<file path="src/rtl/dist_ram_pkg.sv">
// Shared types and sizing helpers for the distributed-RAM read-stream engine.
//   rd_state_t  : engine FSM state (IDLE, ISSUE, DRAIN)
//   buf_depth() : output buffer depth needed to cover the RAM read latency
//   cnt_width() : width of a counter that can hold 0..depth
package dist_ram_pkg;

  typedef enum logic [1:0] {
    IDLE  = 2'd0,
    ISSUE = 2'd1,
    DRAIN = 2'd2
  } rd_state_t;

  // One slot per read still inside the RAM pipeline, one for the word being
  // presented downstream, and one so a full-rate stream never bubbles.
  function automatic int buf_depth(input int rd_latency);
    return rd_latency + 2;
  endfunction

  function automatic int cnt_width(input int depth);
    return $clog2(depth + 1);
  endfunction

endpackage

</file>
<file path="src/rtl/dist_ram_rd_stream_if.sv">
// Bundle of the command, RAM read-port and output-stream signals of the
// read-stream engine.
//   master : the engine side (drives cmd_ready, ram_raddr, m_valid/m_data/m_last)
//   slave  : the environment side (command source, RAM, consumer)
//
// Handshake rule for both cmd_* and m_*: a transfer happens on a rising clock
// edge where valid and ready are both 1. A source that raises valid keeps it
// high, with its payload unchanged, until that transfer; ready may change
// freely and never depends on the payload.
interface dist_ram_rd_stream_if #(
  parameter int ADDR_WIDTH = 8,
  parameter int WORD_WIDTH = 32,
  parameter int LEN_WIDTH  = 8
);

  logic                  cmd_valid;
  logic                  cmd_ready;
  logic [ADDR_WIDTH-1:0] cmd_addr;
  logic [LEN_WIDTH-1:0]  cmd_len;
  logic [ADDR_WIDTH-1:0] ram_raddr;
  logic [WORD_WIDTH-1:0] ram_rdata;
  logic                  m_valid;
  logic                  m_ready;
  logic [WORD_WIDTH-1:0] m_data;
  logic                  m_last;

  modport master (
    input  cmd_valid, cmd_addr, cmd_len, ram_rdata, m_ready,
    output cmd_ready, ram_raddr, m_valid, m_data, m_last
  );

  modport slave (
    output cmd_valid, cmd_addr, cmd_len, ram_rdata, m_ready,
    input  cmd_ready, ram_raddr, m_valid, m_data, m_last
  );

endinterface

</file>
<file path="src/rtl/dist_ram_rd_stream_skid_buf.sv">
// rd_skid_buf_m: small register FIFO holding RAM words (with their last flag)
// between the RAM read port and the output stream.
//   clk, rst   : clock, synchronous active-high reset
//   flush      : empties the FIFO at the next edge (wins over push/pop)
//   push       : write push_data this cycle
//   push_data  : DW-bit entry
//   pop        : consume the head entry this cycle
//   pop_data   : head entry (valid when !empty)
//   count      : number of entries held
//   empty      : count == 0
module rd_skid_buf_m
  import dist_ram_pkg::*;
#(
  parameter int  DEPTH = 3,
  parameter int  DW    = 33,
  localparam int CNT_W = cnt_width(DEPTH),
  localparam int PTR_W = (DEPTH > 1) ? $clog2(DEPTH) : 1
) (
  input  logic             clk,
  input  logic             rst,
  input  logic             flush,
  input  logic             push,
  input  logic [DW-1:0]    push_data,
  input  logic             pop,
  output logic [DW-1:0]    pop_data,
  output logic [CNT_W-1:0] count,
  output logic             empty
);

  logic [DW-1:0]    mem_q [DEPTH];
  logic [DW-1:0]    mem_d [DEPTH];
  logic [PTR_W-1:0] wr_ptr_q, wr_ptr_d;
  logic [PTR_W-1:0] rd_ptr_q, rd_ptr_d;
  logic [CNT_W-1:0] count_q, count_d;
  logic             full;
  logic             do_push;
  logic             do_pop;

  // Pointers wrap at DEPTH, which need not be a power of two.
  function automatic logic [PTR_W-1:0] ptr_inc(input logic [PTR_W-1:0] p);
    if (p == PTR_W'(DEPTH - 1)) return '0;
    return p + PTR_W'(1);
  endfunction

  assign empty    = (count_q == '0);
  assign full     = (count_q == CNT_W'(DEPTH));
  assign count    = count_q;
  assign pop_data = mem_q[rd_ptr_q];

  // A push into a full FIFO is only accepted when the head leaves the same cycle.
  assign do_push = push & (~full | pop);
  assign do_pop  = pop & ~empty;

  always_comb begin
    mem_d    = mem_q;
    wr_ptr_d = wr_ptr_q;
    rd_ptr_d = rd_ptr_q;
    count_d  = count_q;
    if (flush) begin
      wr_ptr_d = '0;
      rd_ptr_d = '0;
      count_d  = '0;
    end else begin
      if (do_push) begin
        mem_d[wr_ptr_q] = push_data;
        wr_ptr_d        = ptr_inc(wr_ptr_q);
      end
      if (do_pop) begin
        rd_ptr_d = ptr_inc(rd_ptr_q);
      end
      case ({do_push, do_pop})
        2'b10:   count_d = count_q + CNT_W'(1);
        2'b01:   count_d = count_q - CNT_W'(1);
        default: count_d = count_q;
      endcase
    end
  end

  always_ff @(posedge clk) begin
    if (rst) begin
      wr_ptr_q <= '0;
      rd_ptr_q <= '0;
      count_q  <= '0;
    end else begin
      wr_ptr_q <= wr_ptr_d;
      rd_ptr_q <= rd_ptr_d;
      count_q  <= count_d;
    end
  end

  // Storage needs no reset: occupancy alone decides what is valid.
  always_ff @(posedge clk) begin
    mem_q <= mem_d;
  end

endmodule

</file>
<file path="src/rtl/dist_ram_rd_stream_m.sv">
// dist_ram_rd_stream_m: read-side engine for the inferred simple dual-port
// distributed RAM. Takes a (start address, length) command and streams
// cmd_len+1 consecutive words (addresses wrap) out as a valid/ready stream
// with m_last on the final word, hiding the RAM read latency and absorbing
// downstream backpressure.
//
// Ports:
//   clk, rst   : clock, synchronous active-high reset
//   abort      : (only with DIST_RAM_RD_STREAM_ABORT_EN) drops the current
//                burst; ignored in IDLE
//   bus        : dist_ram_rd_stream_if.master
//                cmd_valid/cmd_ready/cmd_addr/cmd_len  command channel
//                ram_raddr/ram_rdata                   RAM read port
//                m_valid/m_ready/m_data/m_last         output stream
//   dbg_state  : current FSM state
//
// Build option: define DIST_RAM_RD_STREAM_ABORT_EN to add the abort input.
module dist_ram_rd_stream_m
  import dist_ram_pkg::*;
#(
  parameter int ADDR_WIDTH = 8,
  parameter int WORD_WIDTH = 32,
  parameter int LEN_WIDTH  = 8,
  parameter int RD_LATENCY = 1
) (
  input  logic      clk,
  input  logic      rst,
`ifdef DIST_RAM_RD_STREAM_ABORT_EN
  input  logic      abort,
`endif
  dist_ram_rd_stream_if.master bus,
  output rd_state_t dbg_state
);

  localparam int BUF_DEPTH = buf_depth(RD_LATENCY);
  localparam int CNT_W     = cnt_width(BUF_DEPTH);

  rd_state_t             state_q, state_d;
  logic [ADDR_WIDTH-1:0] addr_q, addr_d;
  logic [LEN_WIDTH-1:0]  rem_q, rem_d;
  logic                  rdy_en_q, rdy_en_d;

  logic                  cmd_ready_int;
  logic                  abort_hit;
  logic                  issue;
  logic                  issue_last;
  logic                  can_issue;
  logic [CNT_W:0]        pending;
  logic [CNT_W-1:0]      infl_cnt;
  logic [CNT_W-1:0]      buf_cnt;
  logic                  buf_empty;
  logic                  push_v;
  logic                  push_last;
  logic [WORD_WIDTH:0]   head;
  logic                  out_valid;

`ifdef DIST_RAM_RD_STREAM_ABORT_EN
  assign abort_hit = abort & (state_q != IDLE);
`else
  assign abort_hit = 1'b0;
`endif

  // rdy_en_q keeps cmd_ready low for the first cycle after reset is released.
  assign cmd_ready_int = (state_q == IDLE) & rdy_en_q & ~rst;

  // Reads still inside the RAM pipeline already own a buffer slot, so an
  // issue is allowed only while buffered + in-flight words leave room.
  assign pending   = {1'b0, buf_cnt} + {1'b0, infl_cnt};
  assign can_issue = (pending < (CNT_W + 1)'(BUF_DEPTH));

  always_comb begin
    state_d    = state_q;
    addr_d     = addr_q;
    rem_d      = rem_q;
    issue      = 1'b0;
    issue_last = 1'b0;
    case (state_q)
      IDLE: begin
        if (bus.cmd_valid && cmd_ready_int) begin
          addr_d  = bus.cmd_addr;
          rem_d   = bus.cmd_len;
          state_d = ISSUE;
        end
      end
      ISSUE: begin
        if (can_issue) begin
          issue  = 1'b1;
          addr_d = addr_q + ADDR_WIDTH'(1);
          if (rem_q == '0) begin
            issue_last = 1'b1;
            state_d    = DRAIN;
          end else begin
            rem_d = rem_q - LEN_WIDTH'(1);
          end
        end
      end
      DRAIN: begin
        if (infl_cnt == '0 && buf_cnt == '0) begin
          state_d = IDLE;
        end
      end
      default: state_d = IDLE;
    endcase
    if (abort_hit) begin
      state_d    = IDLE;
      issue      = 1'b0;
      issue_last = 1'b0;
    end
  end

  assign rdy_en_d = 1'b1;

  always_ff @(posedge clk) begin
    if (rst) begin
      state_q  <= IDLE;
      addr_q   <= '0;
      rem_q    <= '0;
      rdy_en_q <= 1'b0;
    end else begin
      state_q  <= state_d;
      addr_q   <= addr_d;
      rem_q    <= rem_d;
      rdy_en_q <= rdy_en_d;
    end
  end

  // Track each issued read (and whether it is the burst's last) until the RAM
  // presents its data; the word is captured in the same cycle it appears.
  generate
    if (RD_LATENCY == 0) begin : g_comb_ram
      assign push_v    = issue;
      assign push_last = issue_last;
      assign infl_cnt  = '0;
    end else begin : g_pipe_ram
      logic [RD_LATENCY-1:0] vld_q, vld_d;
      logic [RD_LATENCY-1:0] lst_q, lst_d;

      always_comb begin
        vld_d = (vld_q << 1) | RD_LATENCY'(issue);
        lst_d = (lst_q << 1) | RD_LATENCY'(issue_last);
        if (abort_hit) begin
          vld_d = '0;
          lst_d = '0;
        end
      end

      always_ff @(posedge clk) begin
        if (rst) begin
          vld_q <= '0;
          lst_q <= '0;
        end else begin
          vld_q <= vld_d;
          lst_q <= lst_d;
        end
      end

      assign push_v    = vld_q[RD_LATENCY-1];
      assign push_last = lst_q[RD_LATENCY-1];
      assign infl_cnt  = CNT_W'($countones(vld_q));
    end
  endgenerate

  rd_skid_buf_m #(
    .DEPTH (BUF_DEPTH),
    .DW    (WORD_WIDTH + 1)
  ) u_skid (
    .clk       (clk),
    .rst       (rst),
    .flush     (abort_hit),
    .push      (push_v),
    .push_data ({push_last, bus.ram_rdata}),
    .pop       (bus.m_ready & out_valid),
    .pop_data  (head),
    .count     (buf_cnt),
    .empty     (buf_empty)
  );

  // Outputs are forced quiet combinationally while reset is held.
  assign out_valid     = ~buf_empty & ~rst;
  assign bus.m_valid   = out_valid;
  assign bus.m_data    = head[WORD_WIDTH-1:0];
  assign bus.m_last    = head[WORD_WIDTH] & out_valid;
  assign bus.cmd_ready = cmd_ready_int;
  assign bus.ram_raddr = rst ? '0 : addr_q;
  assign dbg_state     = state_q;

endmodule
</file>
<file path="src/flat_wrapper.sv">
// flat-port wrapper written by rule: the top's interface ports become plain ports
module dist_ram_rd_stream_m_flat import dist_ram_pkg::*;
#(
  parameter int ADDR_WIDTH = 8,
  parameter int WORD_WIDTH = 32,
  parameter int LEN_WIDTH  = 8,
  parameter int RD_LATENCY = 1
)
  (clk, rst, dbg_state, bus_cmd_valid, bus_cmd_addr, bus_cmd_len, bus_ram_rdata, bus_m_ready, bus_cmd_ready, bus_ram_raddr, bus_m_valid, bus_m_data, bus_m_last);
  dist_ram_rd_stream_if #(.ADDR_WIDTH(ADDR_WIDTH), .WORD_WIDTH(WORD_WIDTH), .LEN_WIDTH(LEN_WIDTH)) bus_i ();
  input  logic clk;
  input  logic rst;
  output rd_state_t dbg_state;
  input wire logic [$bits(bus_i.cmd_valid)-1:0] bus_cmd_valid;
  input wire logic [$bits(bus_i.cmd_addr)-1:0] bus_cmd_addr;
  input wire logic [$bits(bus_i.cmd_len)-1:0] bus_cmd_len;
  input wire logic [$bits(bus_i.ram_rdata)-1:0] bus_ram_rdata;
  input wire logic [$bits(bus_i.m_ready)-1:0] bus_m_ready;
  output wire logic [$bits(bus_i.cmd_ready)-1:0] bus_cmd_ready;
  output wire logic [$bits(bus_i.ram_raddr)-1:0] bus_ram_raddr;
  output wire logic [$bits(bus_i.m_valid)-1:0] bus_m_valid;
  output wire logic [$bits(bus_i.m_data)-1:0] bus_m_data;
  output wire logic [$bits(bus_i.m_last)-1:0] bus_m_last;
  assign bus_i.cmd_valid = bus_cmd_valid;
  assign bus_i.cmd_addr = bus_cmd_addr;
  assign bus_i.cmd_len = bus_cmd_len;
  assign bus_i.ram_rdata = bus_ram_rdata;
  assign bus_i.m_ready = bus_m_ready;
  assign bus_cmd_ready = bus_i.cmd_ready;
  assign bus_ram_raddr = bus_i.ram_raddr;
  assign bus_m_valid = bus_i.m_valid;
  assign bus_m_data = bus_i.m_data;
  assign bus_m_last = bus_i.m_last;
  dist_ram_rd_stream_m #(.ADDR_WIDTH(ADDR_WIDTH), .WORD_WIDTH(WORD_WIDTH), .LEN_WIDTH(LEN_WIDTH), .RD_LATENCY(RD_LATENCY)) u_core (.clk(clk), .rst(rst), .bus(bus_i), .dbg_state(dbg_state));
endmodule
</file>
<file path="config.mk">
export PLATFORM = sky130hd
export DESIGN_NAME = dist_ram_rd_stream_m_flat
export DESIGN_NICKNAME = d
export VERILOG_FILES = /design/src/rtl/dist_ram_pkg.sv /design/src/rtl/dist_ram_rd_stream_if.sv /design/src/rtl/dist_ram_rd_stream_skid_buf.sv /design/src/rtl/dist_ram_rd_stream_m.sv /design/src/flat_wrapper.sv
export SDC_FILE = /design/constraint.sdc
export NUM_CORES = 1
export LEC_CHECK = 0
export BUFFER_PORTS_ARGS = -buffer_cell sky130_fd_sc_hd__buf_2
export CORE_ASPECT_RATIO = 1.5
export CORE_MARGIN = 3
export CORE_UTILIZATION = 50
export DETAILED_ROUTE_END_ITERATION = 12
export PLACE_DENSITY = 0.77
export SETUP_SLACK_MARGIN = 0.3
export SLEW_MARGIN = 20
export SYNTH_ARGS = -nofsm -noshare
export SYNTH_HDL_FRONTEND = slang
export SYNTH_SLANG_ARGS = --single-unit
export TNS_END_PERCENT = 1
</file>
<file path="constraint.sdc">
create_clock -name clk -period 10.6 [get_ports clk]
set_input_delay 3.18 -clock clk [delete_from_list [all_inputs] [get_ports clk]]
set_output_delay 3.18 -clock clk [all_outputs]
set_load 0.05 [all_outputs]
</file>
==> out/metrics.cfg, run 1 <==
[sta]
tightest_slew_ns=1.06
clock.fmax_mhz=133
rsz0062_at_grt=no
setup_tns_ns=0
hold_violations=0
min_period_ns=7.50
slew_violations=0
fin_crit_sh_pct=70.7
finClkSkew_ns=0.00852
finalSetupViolations=0
relSlewSlack_pct=29.1

[power]
irDropWorstVdd_v=0.000115
power_density_nw_per_um2=189
leakagePower_uw=0.00228
finalPower_uw=1230

[clock_tree]
tritoncts=built
cts_root_buf=clkbuf_16
h-tree-depth=4
cts_sinks=126
clk_pin_slew_worst_paths_ns=0.05
cts_buffers=17
holdBufCountCts=0
cts_max_path_buffers=2
ctsResizeCount=0
clock_latency_ns=0.40
cts_setup_buffers=0

[run]
max_cap_viol_count=0

[synth]
synth-edff-count=99
yosys-top-cells-count=edfxtp_1 (99), nand2_1 (51), o21ai_0 (41)
netlist_area_sq_um=5270
yosys_warnings=0
synth_top_cell_by_area=edfxtp_1
synth_cell_types=51
synth_area_leaders=edfxtp_1 (56%), dfxtp_1 (10%), mux2i_1 (6.3%)
synth_ff_type=edfxtp_1
synth.most_common_cell=edfxtp_1
synth-seq-area-share_pct=66.7
netlist.area_leader.share_pct=56.4
syn_area_per_cell_sq_um=12.9
syn-num-nets=466
synth-async-reset-ratio_pct=0
synthCells=408
ys_ff_latch=126

[critical_path]
crit_path_start_kind=primary input
rr_worst_depth=4
r2r_start=u_core.dbg_state[0]
cp_common_cell=buf_2
crit_fanout=35
path_cells=buf_2 -> o21ba_2 -> and2_1 -> buf_2
rr_endpoint=u_core.rem_q[6]
path_class=primary input to primary output
crit_required_ns=7.42
crit_path_max_incr_delay_ns=0.51
cp.arrival_ns=4.32
worst-r2r-setup-slack_ns=8.12
cp-end-kind=primary output
critPathSlowestCell=buf_2

[placement]
gp_congestion=0.865
dp_hpwl_mm=7.03
portBuffers=96
place_inst=628
placed_cell_area_sq_um=5880

[route]
dr_total_vias=3674
drtIter0Drc=181
drc=0
routedWlPerCell_um=17.0
vias_per_cell=5.57
ant_nets=0
drtPass1Iterations=5
routed_wl_mm=11.2

[finish]
final_core_util_pct=63.8
fin_cells=660
final_area_sq_um=6500
drive_above_1_share_pct=27.6
syn2layout_area_growth_pct=23.3
nFillCells=792
nets=564
num_antenna_cells=0

[floorplan]
io_pins=97
die_h_um=132
fp.coreArea_sq_um=10200
dieArea_sq_um=11800
die_w_um=89.8
fp-row-count=45
start_util_pct=51.7

[global_route]
overflow=0
use_met1_pct=21.4
grt_util_met2_pct=34.6
grt_max_degree=38
met3_usage_pct=6.13
grt_pass1_wl_mm=18.1
grt_use_total_pct=19.6
grt-busiest-layer=met2
antenna_found_initial=0
grt_pass1_vias=3712

[min_path]
min_to=u_core.u_skid.mem_q[65]
min_from=u_core.g_pipe_ram.lst_q
hp-class=register to register
hold_depth=0

[outcome]
status=finished, final reports clean

==> routing by layer <==
metal | routed length (um) | part of all wire [%]
met5 | 0 | 0
met4 | 294 | 2.6
met3 | 717 | 6.4
met1 | 4260 | 38
met2 | 5980 | 53
==> area by class of cell <==
type | instances | area, sq um | area share (%)
sequential | 126 | 3520 | 54.1
multi-input combinational | 254 | 1640 | 25.3
timing repair buffer | 101 | 518 | 7.97
clock buffer | 17 | 425 | 6.55
clock inverter | 15 | 198 | 3.04
tap | 141 | 176 | 2.71
inverter | 6 | 22.5 | 0.347
==> flip-flops by register name (all words and copies together), names as in the netlist <==
name                     flops
u_core.g_pipe_ram.vld_q      1
u_core.u_skid.count          2
u_core.rem_q                 8
u_core.u_skid.wr_ptr_q       2
u_core.u_skid.mem_q         99
u_core.g_pipe_ram.lst_q      1
u_core.rdy_en_q              1
u_core.addr_q                8
u_core.dbg_state             2
u_core.u_skid.rd_ptr_q       2
==> cell usage in the layout, fill, tap and decap left out, drive strengths merged, types with 7 or more instances in the layout <==
| cell | Yosys | final |
|---|---|---|
| and2 | 7 | 7 |
| nand3 | 9 | 9 |
| dfxtp | 27 | 27 |
| nand2 | 51 | 51 |
| clkbuf | 9 | 17 |
| o21ai | 42 | 42 |
| nor2b | 10 | 10 |
| inv | 5 | 15 |
| nor2 | 14 | 14 |
| buf | 13 | 101 |
| mux2i | 33 | 33 |
| edfxtp | 99 | 99 |
| a21oi | 17 | 17 |
==> how the worst max path moves through the flow <==
stage | slack (ns) | cells after the start | from | to
after CTS | 3.10 | 4 | rst | bus_m_last
after floorplan | 3.20 | 3 | rst | bus_m_last
after global routing | 3.02 | 4 | rst | bus_m_last
final | 3.10 | 4 | rst | bus_m_last
after detailed placement | 3.11 | 4 | rst | bus_m_last
after global placement | 3.14 | 4 | rst | bus_m_last
==> stage by stage <==
stage	hold slack [ns]	worst slack [ns]
final	0.459	3.10
after global routing	0.468	3.02
after CTS	0.460	3.10
after detailed placement	0.447	3.11
after global placement	0.426	3.14
after floorplan	0.421	3.20
==> worst max-delay path: cells and delay by family <==
| kind | cells | cell delay, ns |
|---|---|---|
| buffers and inverters | 2 | 0.72 |
| and+or+nand+nor | 1 | 0.13 |
| AOI/OAI and AO/OA | 1 | 0.28 |
==> cells by family (layout without fill, tap and decap cells) <==
family | after synthesis | in the layout | share of synthesized area [%]
flops | 126 | 126 | 66.7
simple gates | 121 | 121 | 12.0
compound gates | 92 | 92 | 10.8
mux | 33 | 33 | 6.27
buf+inv | 28 | 139 | 2.49
fa+ha+maj | 6 | 6 | 1.42
xor+xnor | 2 | 2 | 0.333
==> report_power, final <==
group          internal, uW  leakage (uW)  switching (uW)
registers               540       0.00111            7.40
logic                  25.5      0.000871            52.5
clock network           379      0.000301             222
total                   944       0.00228             282
Power figures use the tool's default switching activity.
==> run 2, diff against run 1 <==
--- a/config.mk
+++ b/config.mk
@@ -5,12 +5,13 @@
 export SDC_FILE = /design/constraint.sdc
 export NUM_CORES = 1
 export LEC_CHECK = 0
+export ABC_AREA = 1
 export BUFFER_PORTS_ARGS = -buffer_cell sky130_fd_sc_hd__buf_2
 export CORE_ASPECT_RATIO = 1.5
 export CORE_MARGIN = 3
 export CORE_UTILIZATION = 50
 export DETAILED_ROUTE_END_ITERATION = 12
-export PLACE_DENSITY = 0.77
+export PLACE_DENSITY = 0.8
 export SETUP_SLACK_MARGIN = 0.3
 export SLEW_MARGIN = 20
 export SYNTH_ARGS = -nofsm -noshare
==> constraint.sdc (replaced) <==
create_clock -name clk -period 6.1 [get_ports clk]
set_input_delay 1.83 -clock clk [delete_from_list [all_inputs] [get_ports clk]]
set_output_delay 1.83 -clock clk [all_outputs]
set_load 0.05 [all_outputs]
==> out/metrics.cfg, run 2 <==
[outcome]
status=finished, final reports clean  ; unchanged

[route]
routed_wl_mm=11.0  ; was 11.2 mm
ant_nets=0  ; unchanged
dr_wl_met3_um=580  ; was 717 um
dr_total_vias=3870  ; was 3674
drtIter0Drc=131  ; was 181
drc=0  ; unchanged
routedWlPerCell_um=14.4  ; was 17.0 um
drtPass1Iterations=4  ; was 5
wl_met2_mm=5.94  ; was 5.98 mm
top_layer=met5  ; was met4
vias_per_cell=5.07  ; was 5.57
route.layer.met1.wl_mm=4.39  ; was 4.26 mm

[critical_path]
worst-r2r-setup-slack_ns=3.63  ; was 8.12 ns
critical_path.startpoint=rst  ; unchanged
crit_required_ns=4.27  ; was 7.42 ns
cp.arrival_ns=2.98  ; was 4.32 ns
cp-end-kind=primary output  ; unchanged
r2r_start=u_core.u_skid.count[0]  ; was u_core.dbg_state[0]
crit_fanout=17  ; was 35
rr_worst_depth=7  ; was 4
crit_path_start_kind=primary input  ; unchanged
path_class=primary input to primary output  ; unchanged
rr_endpoint=u_core.u_skid.mem_q[94]  ; was u_core.rem_q[6]

[clock_tree]
cts_sinks=126  ; unchanged
tritoncts=built  ; unchanged
cts_max_path_buffers=2  ; unchanged
cts_root_buf=clkbuf_16  ; unchanged
cts_setup_buffers=0  ; unchanged
clk_pin_slew_worst_paths_ns=0.05  ; about the same
h-tree-depth=4  ; unchanged
ctsResizeCount=0  ; unchanged
holdBufCountCts=0  ; unchanged
clock_latency_ns=0.41  ; was 0.40 ns
cts_buffers=17  ; unchanged

[synth]
synth-edff-count=99  ; unchanged
netlist_area_sq_um=5340  ; was 5270 sq um
syn-num-nets=565  ; was 466
synthCells=507  ; was 408
syn_area_per_cell_sq_um=10.5  ; was 12.9 sq um
synth_area_leaders=edfxtp_1 (56%), nand2_1 (11%), dfxtp_1 (10%)  ; was edfxtp_1 (56%), dfxtp_1 (10%), mux2i_1 (6.3%)
ys_ff_latch=126  ; unchanged
yosys_warnings=0  ; unchanged
synth_top_cell_by_area=edfxtp_1  ; unchanged
synth-seq-area-share_pct=65.8  ; was 66.7%
synth-async-reset-ratio_pct=0  ; unchanged
synth_cell_types=37  ; was 51
synth.most_common_cell=nand2_1  ; was edfxtp_1
yosys-top-cells-count=nand2_1 (161), edfxtp_1 (99), nand3_1 (46)  ; was edfxtp_1 (99), nand2_1 (51), o21ai_0 (41)
netlist.area_leader.share_pct=55.7  ; was 56.4%
synth_ff_type=edfxtp_1  ; unchanged

[floorplan]
io_pins=97  ; unchanged
die_h_um=133  ; was 132 um
start_util_pct=52.1  ; was 51.7%
fp-row-count=45  ; unchanged
fp.coreArea_sq_um=10200  ; about the same
dieArea_sq_um=12000  ; was 11800 sq um
die_w_um=90.4  ; was 89.8 um

[placement]
pre_cts_ws_ns=1.32  ; was 3.11 ns
portBuffers=96  ; unchanged
dp_hpwl_mm=7.18  ; was 7.03 mm
gp_congestion=0.848  ; was 0.865

[global_route]
antenna_found_initial=1  ; was 0
grt_use_total_pct=19.2  ; was 19.6%
grt_pass1_vias=3933  ; was 3712
grt_pass1_wl_mm=18.3  ; was 18.1 mm
grt_max_degree=35  ; was 38
overflow=0  ; unchanged

[sta]
fin_crit_sh_pct=78.8
clock.fmax_mhz=208
rsz0062_at_grt=no  ; unchanged
min_period_ns=4.81
slew_violations=0  ; unchanged
finalSetupViolations=0  ; unchanged
tightest_slew_ns=0.874  ; was 1.06 ns
holdWs_ns=0.462  ; was 0.459 ns
relSlewSlack_pct=41.7  ; was 29.1%
hold_violations=0  ; unchanged
setup_tns_ns=0  ; unchanged
finClkSkew_ns=0.00749  ; was 0.00852 ns
setup_slack_ns=1.29  ; was 3.10 ns

[finish]
top_regs=u_core.u_skid.mem_q (99), u_core.addr_q (8), u_core.rem_q (8)  ; unchanged
final_common_cell=nand2_1  ; was edfxtp_1
num_antenna_cells=0  ; unchanged
largest_reg_flops=99  ; unchanged
nets=669  ; was 564
drive_above_1_share_pct=27.0  ; was 27.6%
nFillCells=848  ; was 792
largest_register=u_core.u_skid.mem_q  ; unchanged
final_cell_mix=nand2_1 (161), edfxtp_1 (99), buf_2 (96)  ; was edfxtp_1 (99), buf_2 (96), nand2_1 (51)
syn2layout_area_growth_pct=22.7  ; was 23.3%

[power]
leakagePower_uw=0.00270  ; was 0.00228 uW
irDropWorstVdd_v=0.000210  ; was 0.000115 V
power_density_nw_per_um2=334  ; was 189 nW/um^2

[min_path]
min_to=u_core.u_skid.mem_q[65]  ; unchanged
hp-class=register to register  ; unchanged
min_from=u_core.g_pipe_ram.lst_q  ; unchanged
hold_depth=0  ; unchanged

[run]
max_cap_viol_count=0  ; unchanged

==> run 2: cell count changes in the layout (fill, tap and decap cells not counted), sizes merged, moves of 6 or more <==
| cell | change |
|---|---|
| nand2 | +119 |
| nor2 | +35 |
| o21ai | -25 |
| nor3b | -6 |
| and2 | -6 |
| inv | +26 |
| mux2i | -33 |
| nand3 | +40 |
| nor2b | -10 |
==> run 2: where the power goes <==
part / leakage [uW] / total, uW / switching (uW) / internal (uW)
sequential: 0.00111 / 960 / 14.8 / 945
clock: 0.000281 / 1000 / 363 / 640
combinational: 0.00131 / 224 / 158 / 65.7
total: 0.00270 / 2190 / 536 / 1650
==> run 2: metrics by stage <==
stage	cell area, sq um	util (%)	instances	power, uW
floorplan	5340	-	507	1140
global placement	5960	58.1	733	1190
detailed placement	5960	58.1	733	1200
CTS	6550	63.9	764	2200
global route	6550	63.9	764	2270
finish	6550	63.9	764	2190
==> run 2: layout make-up <==
type | count | area (sq um) | share of cell area, %
inverter | 40 | 153 | 2.33
sequential | 126 | 3510 | 53.6
tap | 141 | 176 | 2.69
multi-input combinational | 326 | 1600 | 24.5
clock inverter | 14 | 170 | 2.60
timing repair buffer | 100 | 510 | 7.79
clock buffer | 17 | 425 | 6.49
==> run 2: cell families after synthesis <==
family	share of synthesized area [%]
flops	65.8
simple gates	23.4
fa+ha+maj	1.41
xor+xnor	0.328
buf+inv	4.29
compound gates	4.74
==> run 2: how the worst max path moves through the flow <==
stage | end | slack, ns | cells after the start
6_report | bus_cmd_ready | 1.29 | 5
2_1_floorplan | u_core.u_skid.mem_q[0] | 0.55 | 6
3_3_place_gp | bus_cmd_ready | 1.31 | 5
4_1_cts | bus_cmd_ready | 1.31 | 5
5_1_grt | bus_cmd_ready | 1.20 | 5
3_5_place_dp | bus_cmd_ready | 1.32 | 5
==> run 2: worst max-delay path, stage by stage <==
cell and delay [ns]:
buf_2 0.23, inv_1 0.45, nand2_1 0.09, nor2_1 0.11
buf_2 0.26
==> run 2: per-layer routing <==
metal | GRT usage [%] | up-vias
li1 | - | 1915
met1 | 21.1 | 1825
met2 | 35.2 | 117
met3 | 5.63 | 11
met4 | 6.64 | 2
met5 | 0 | -
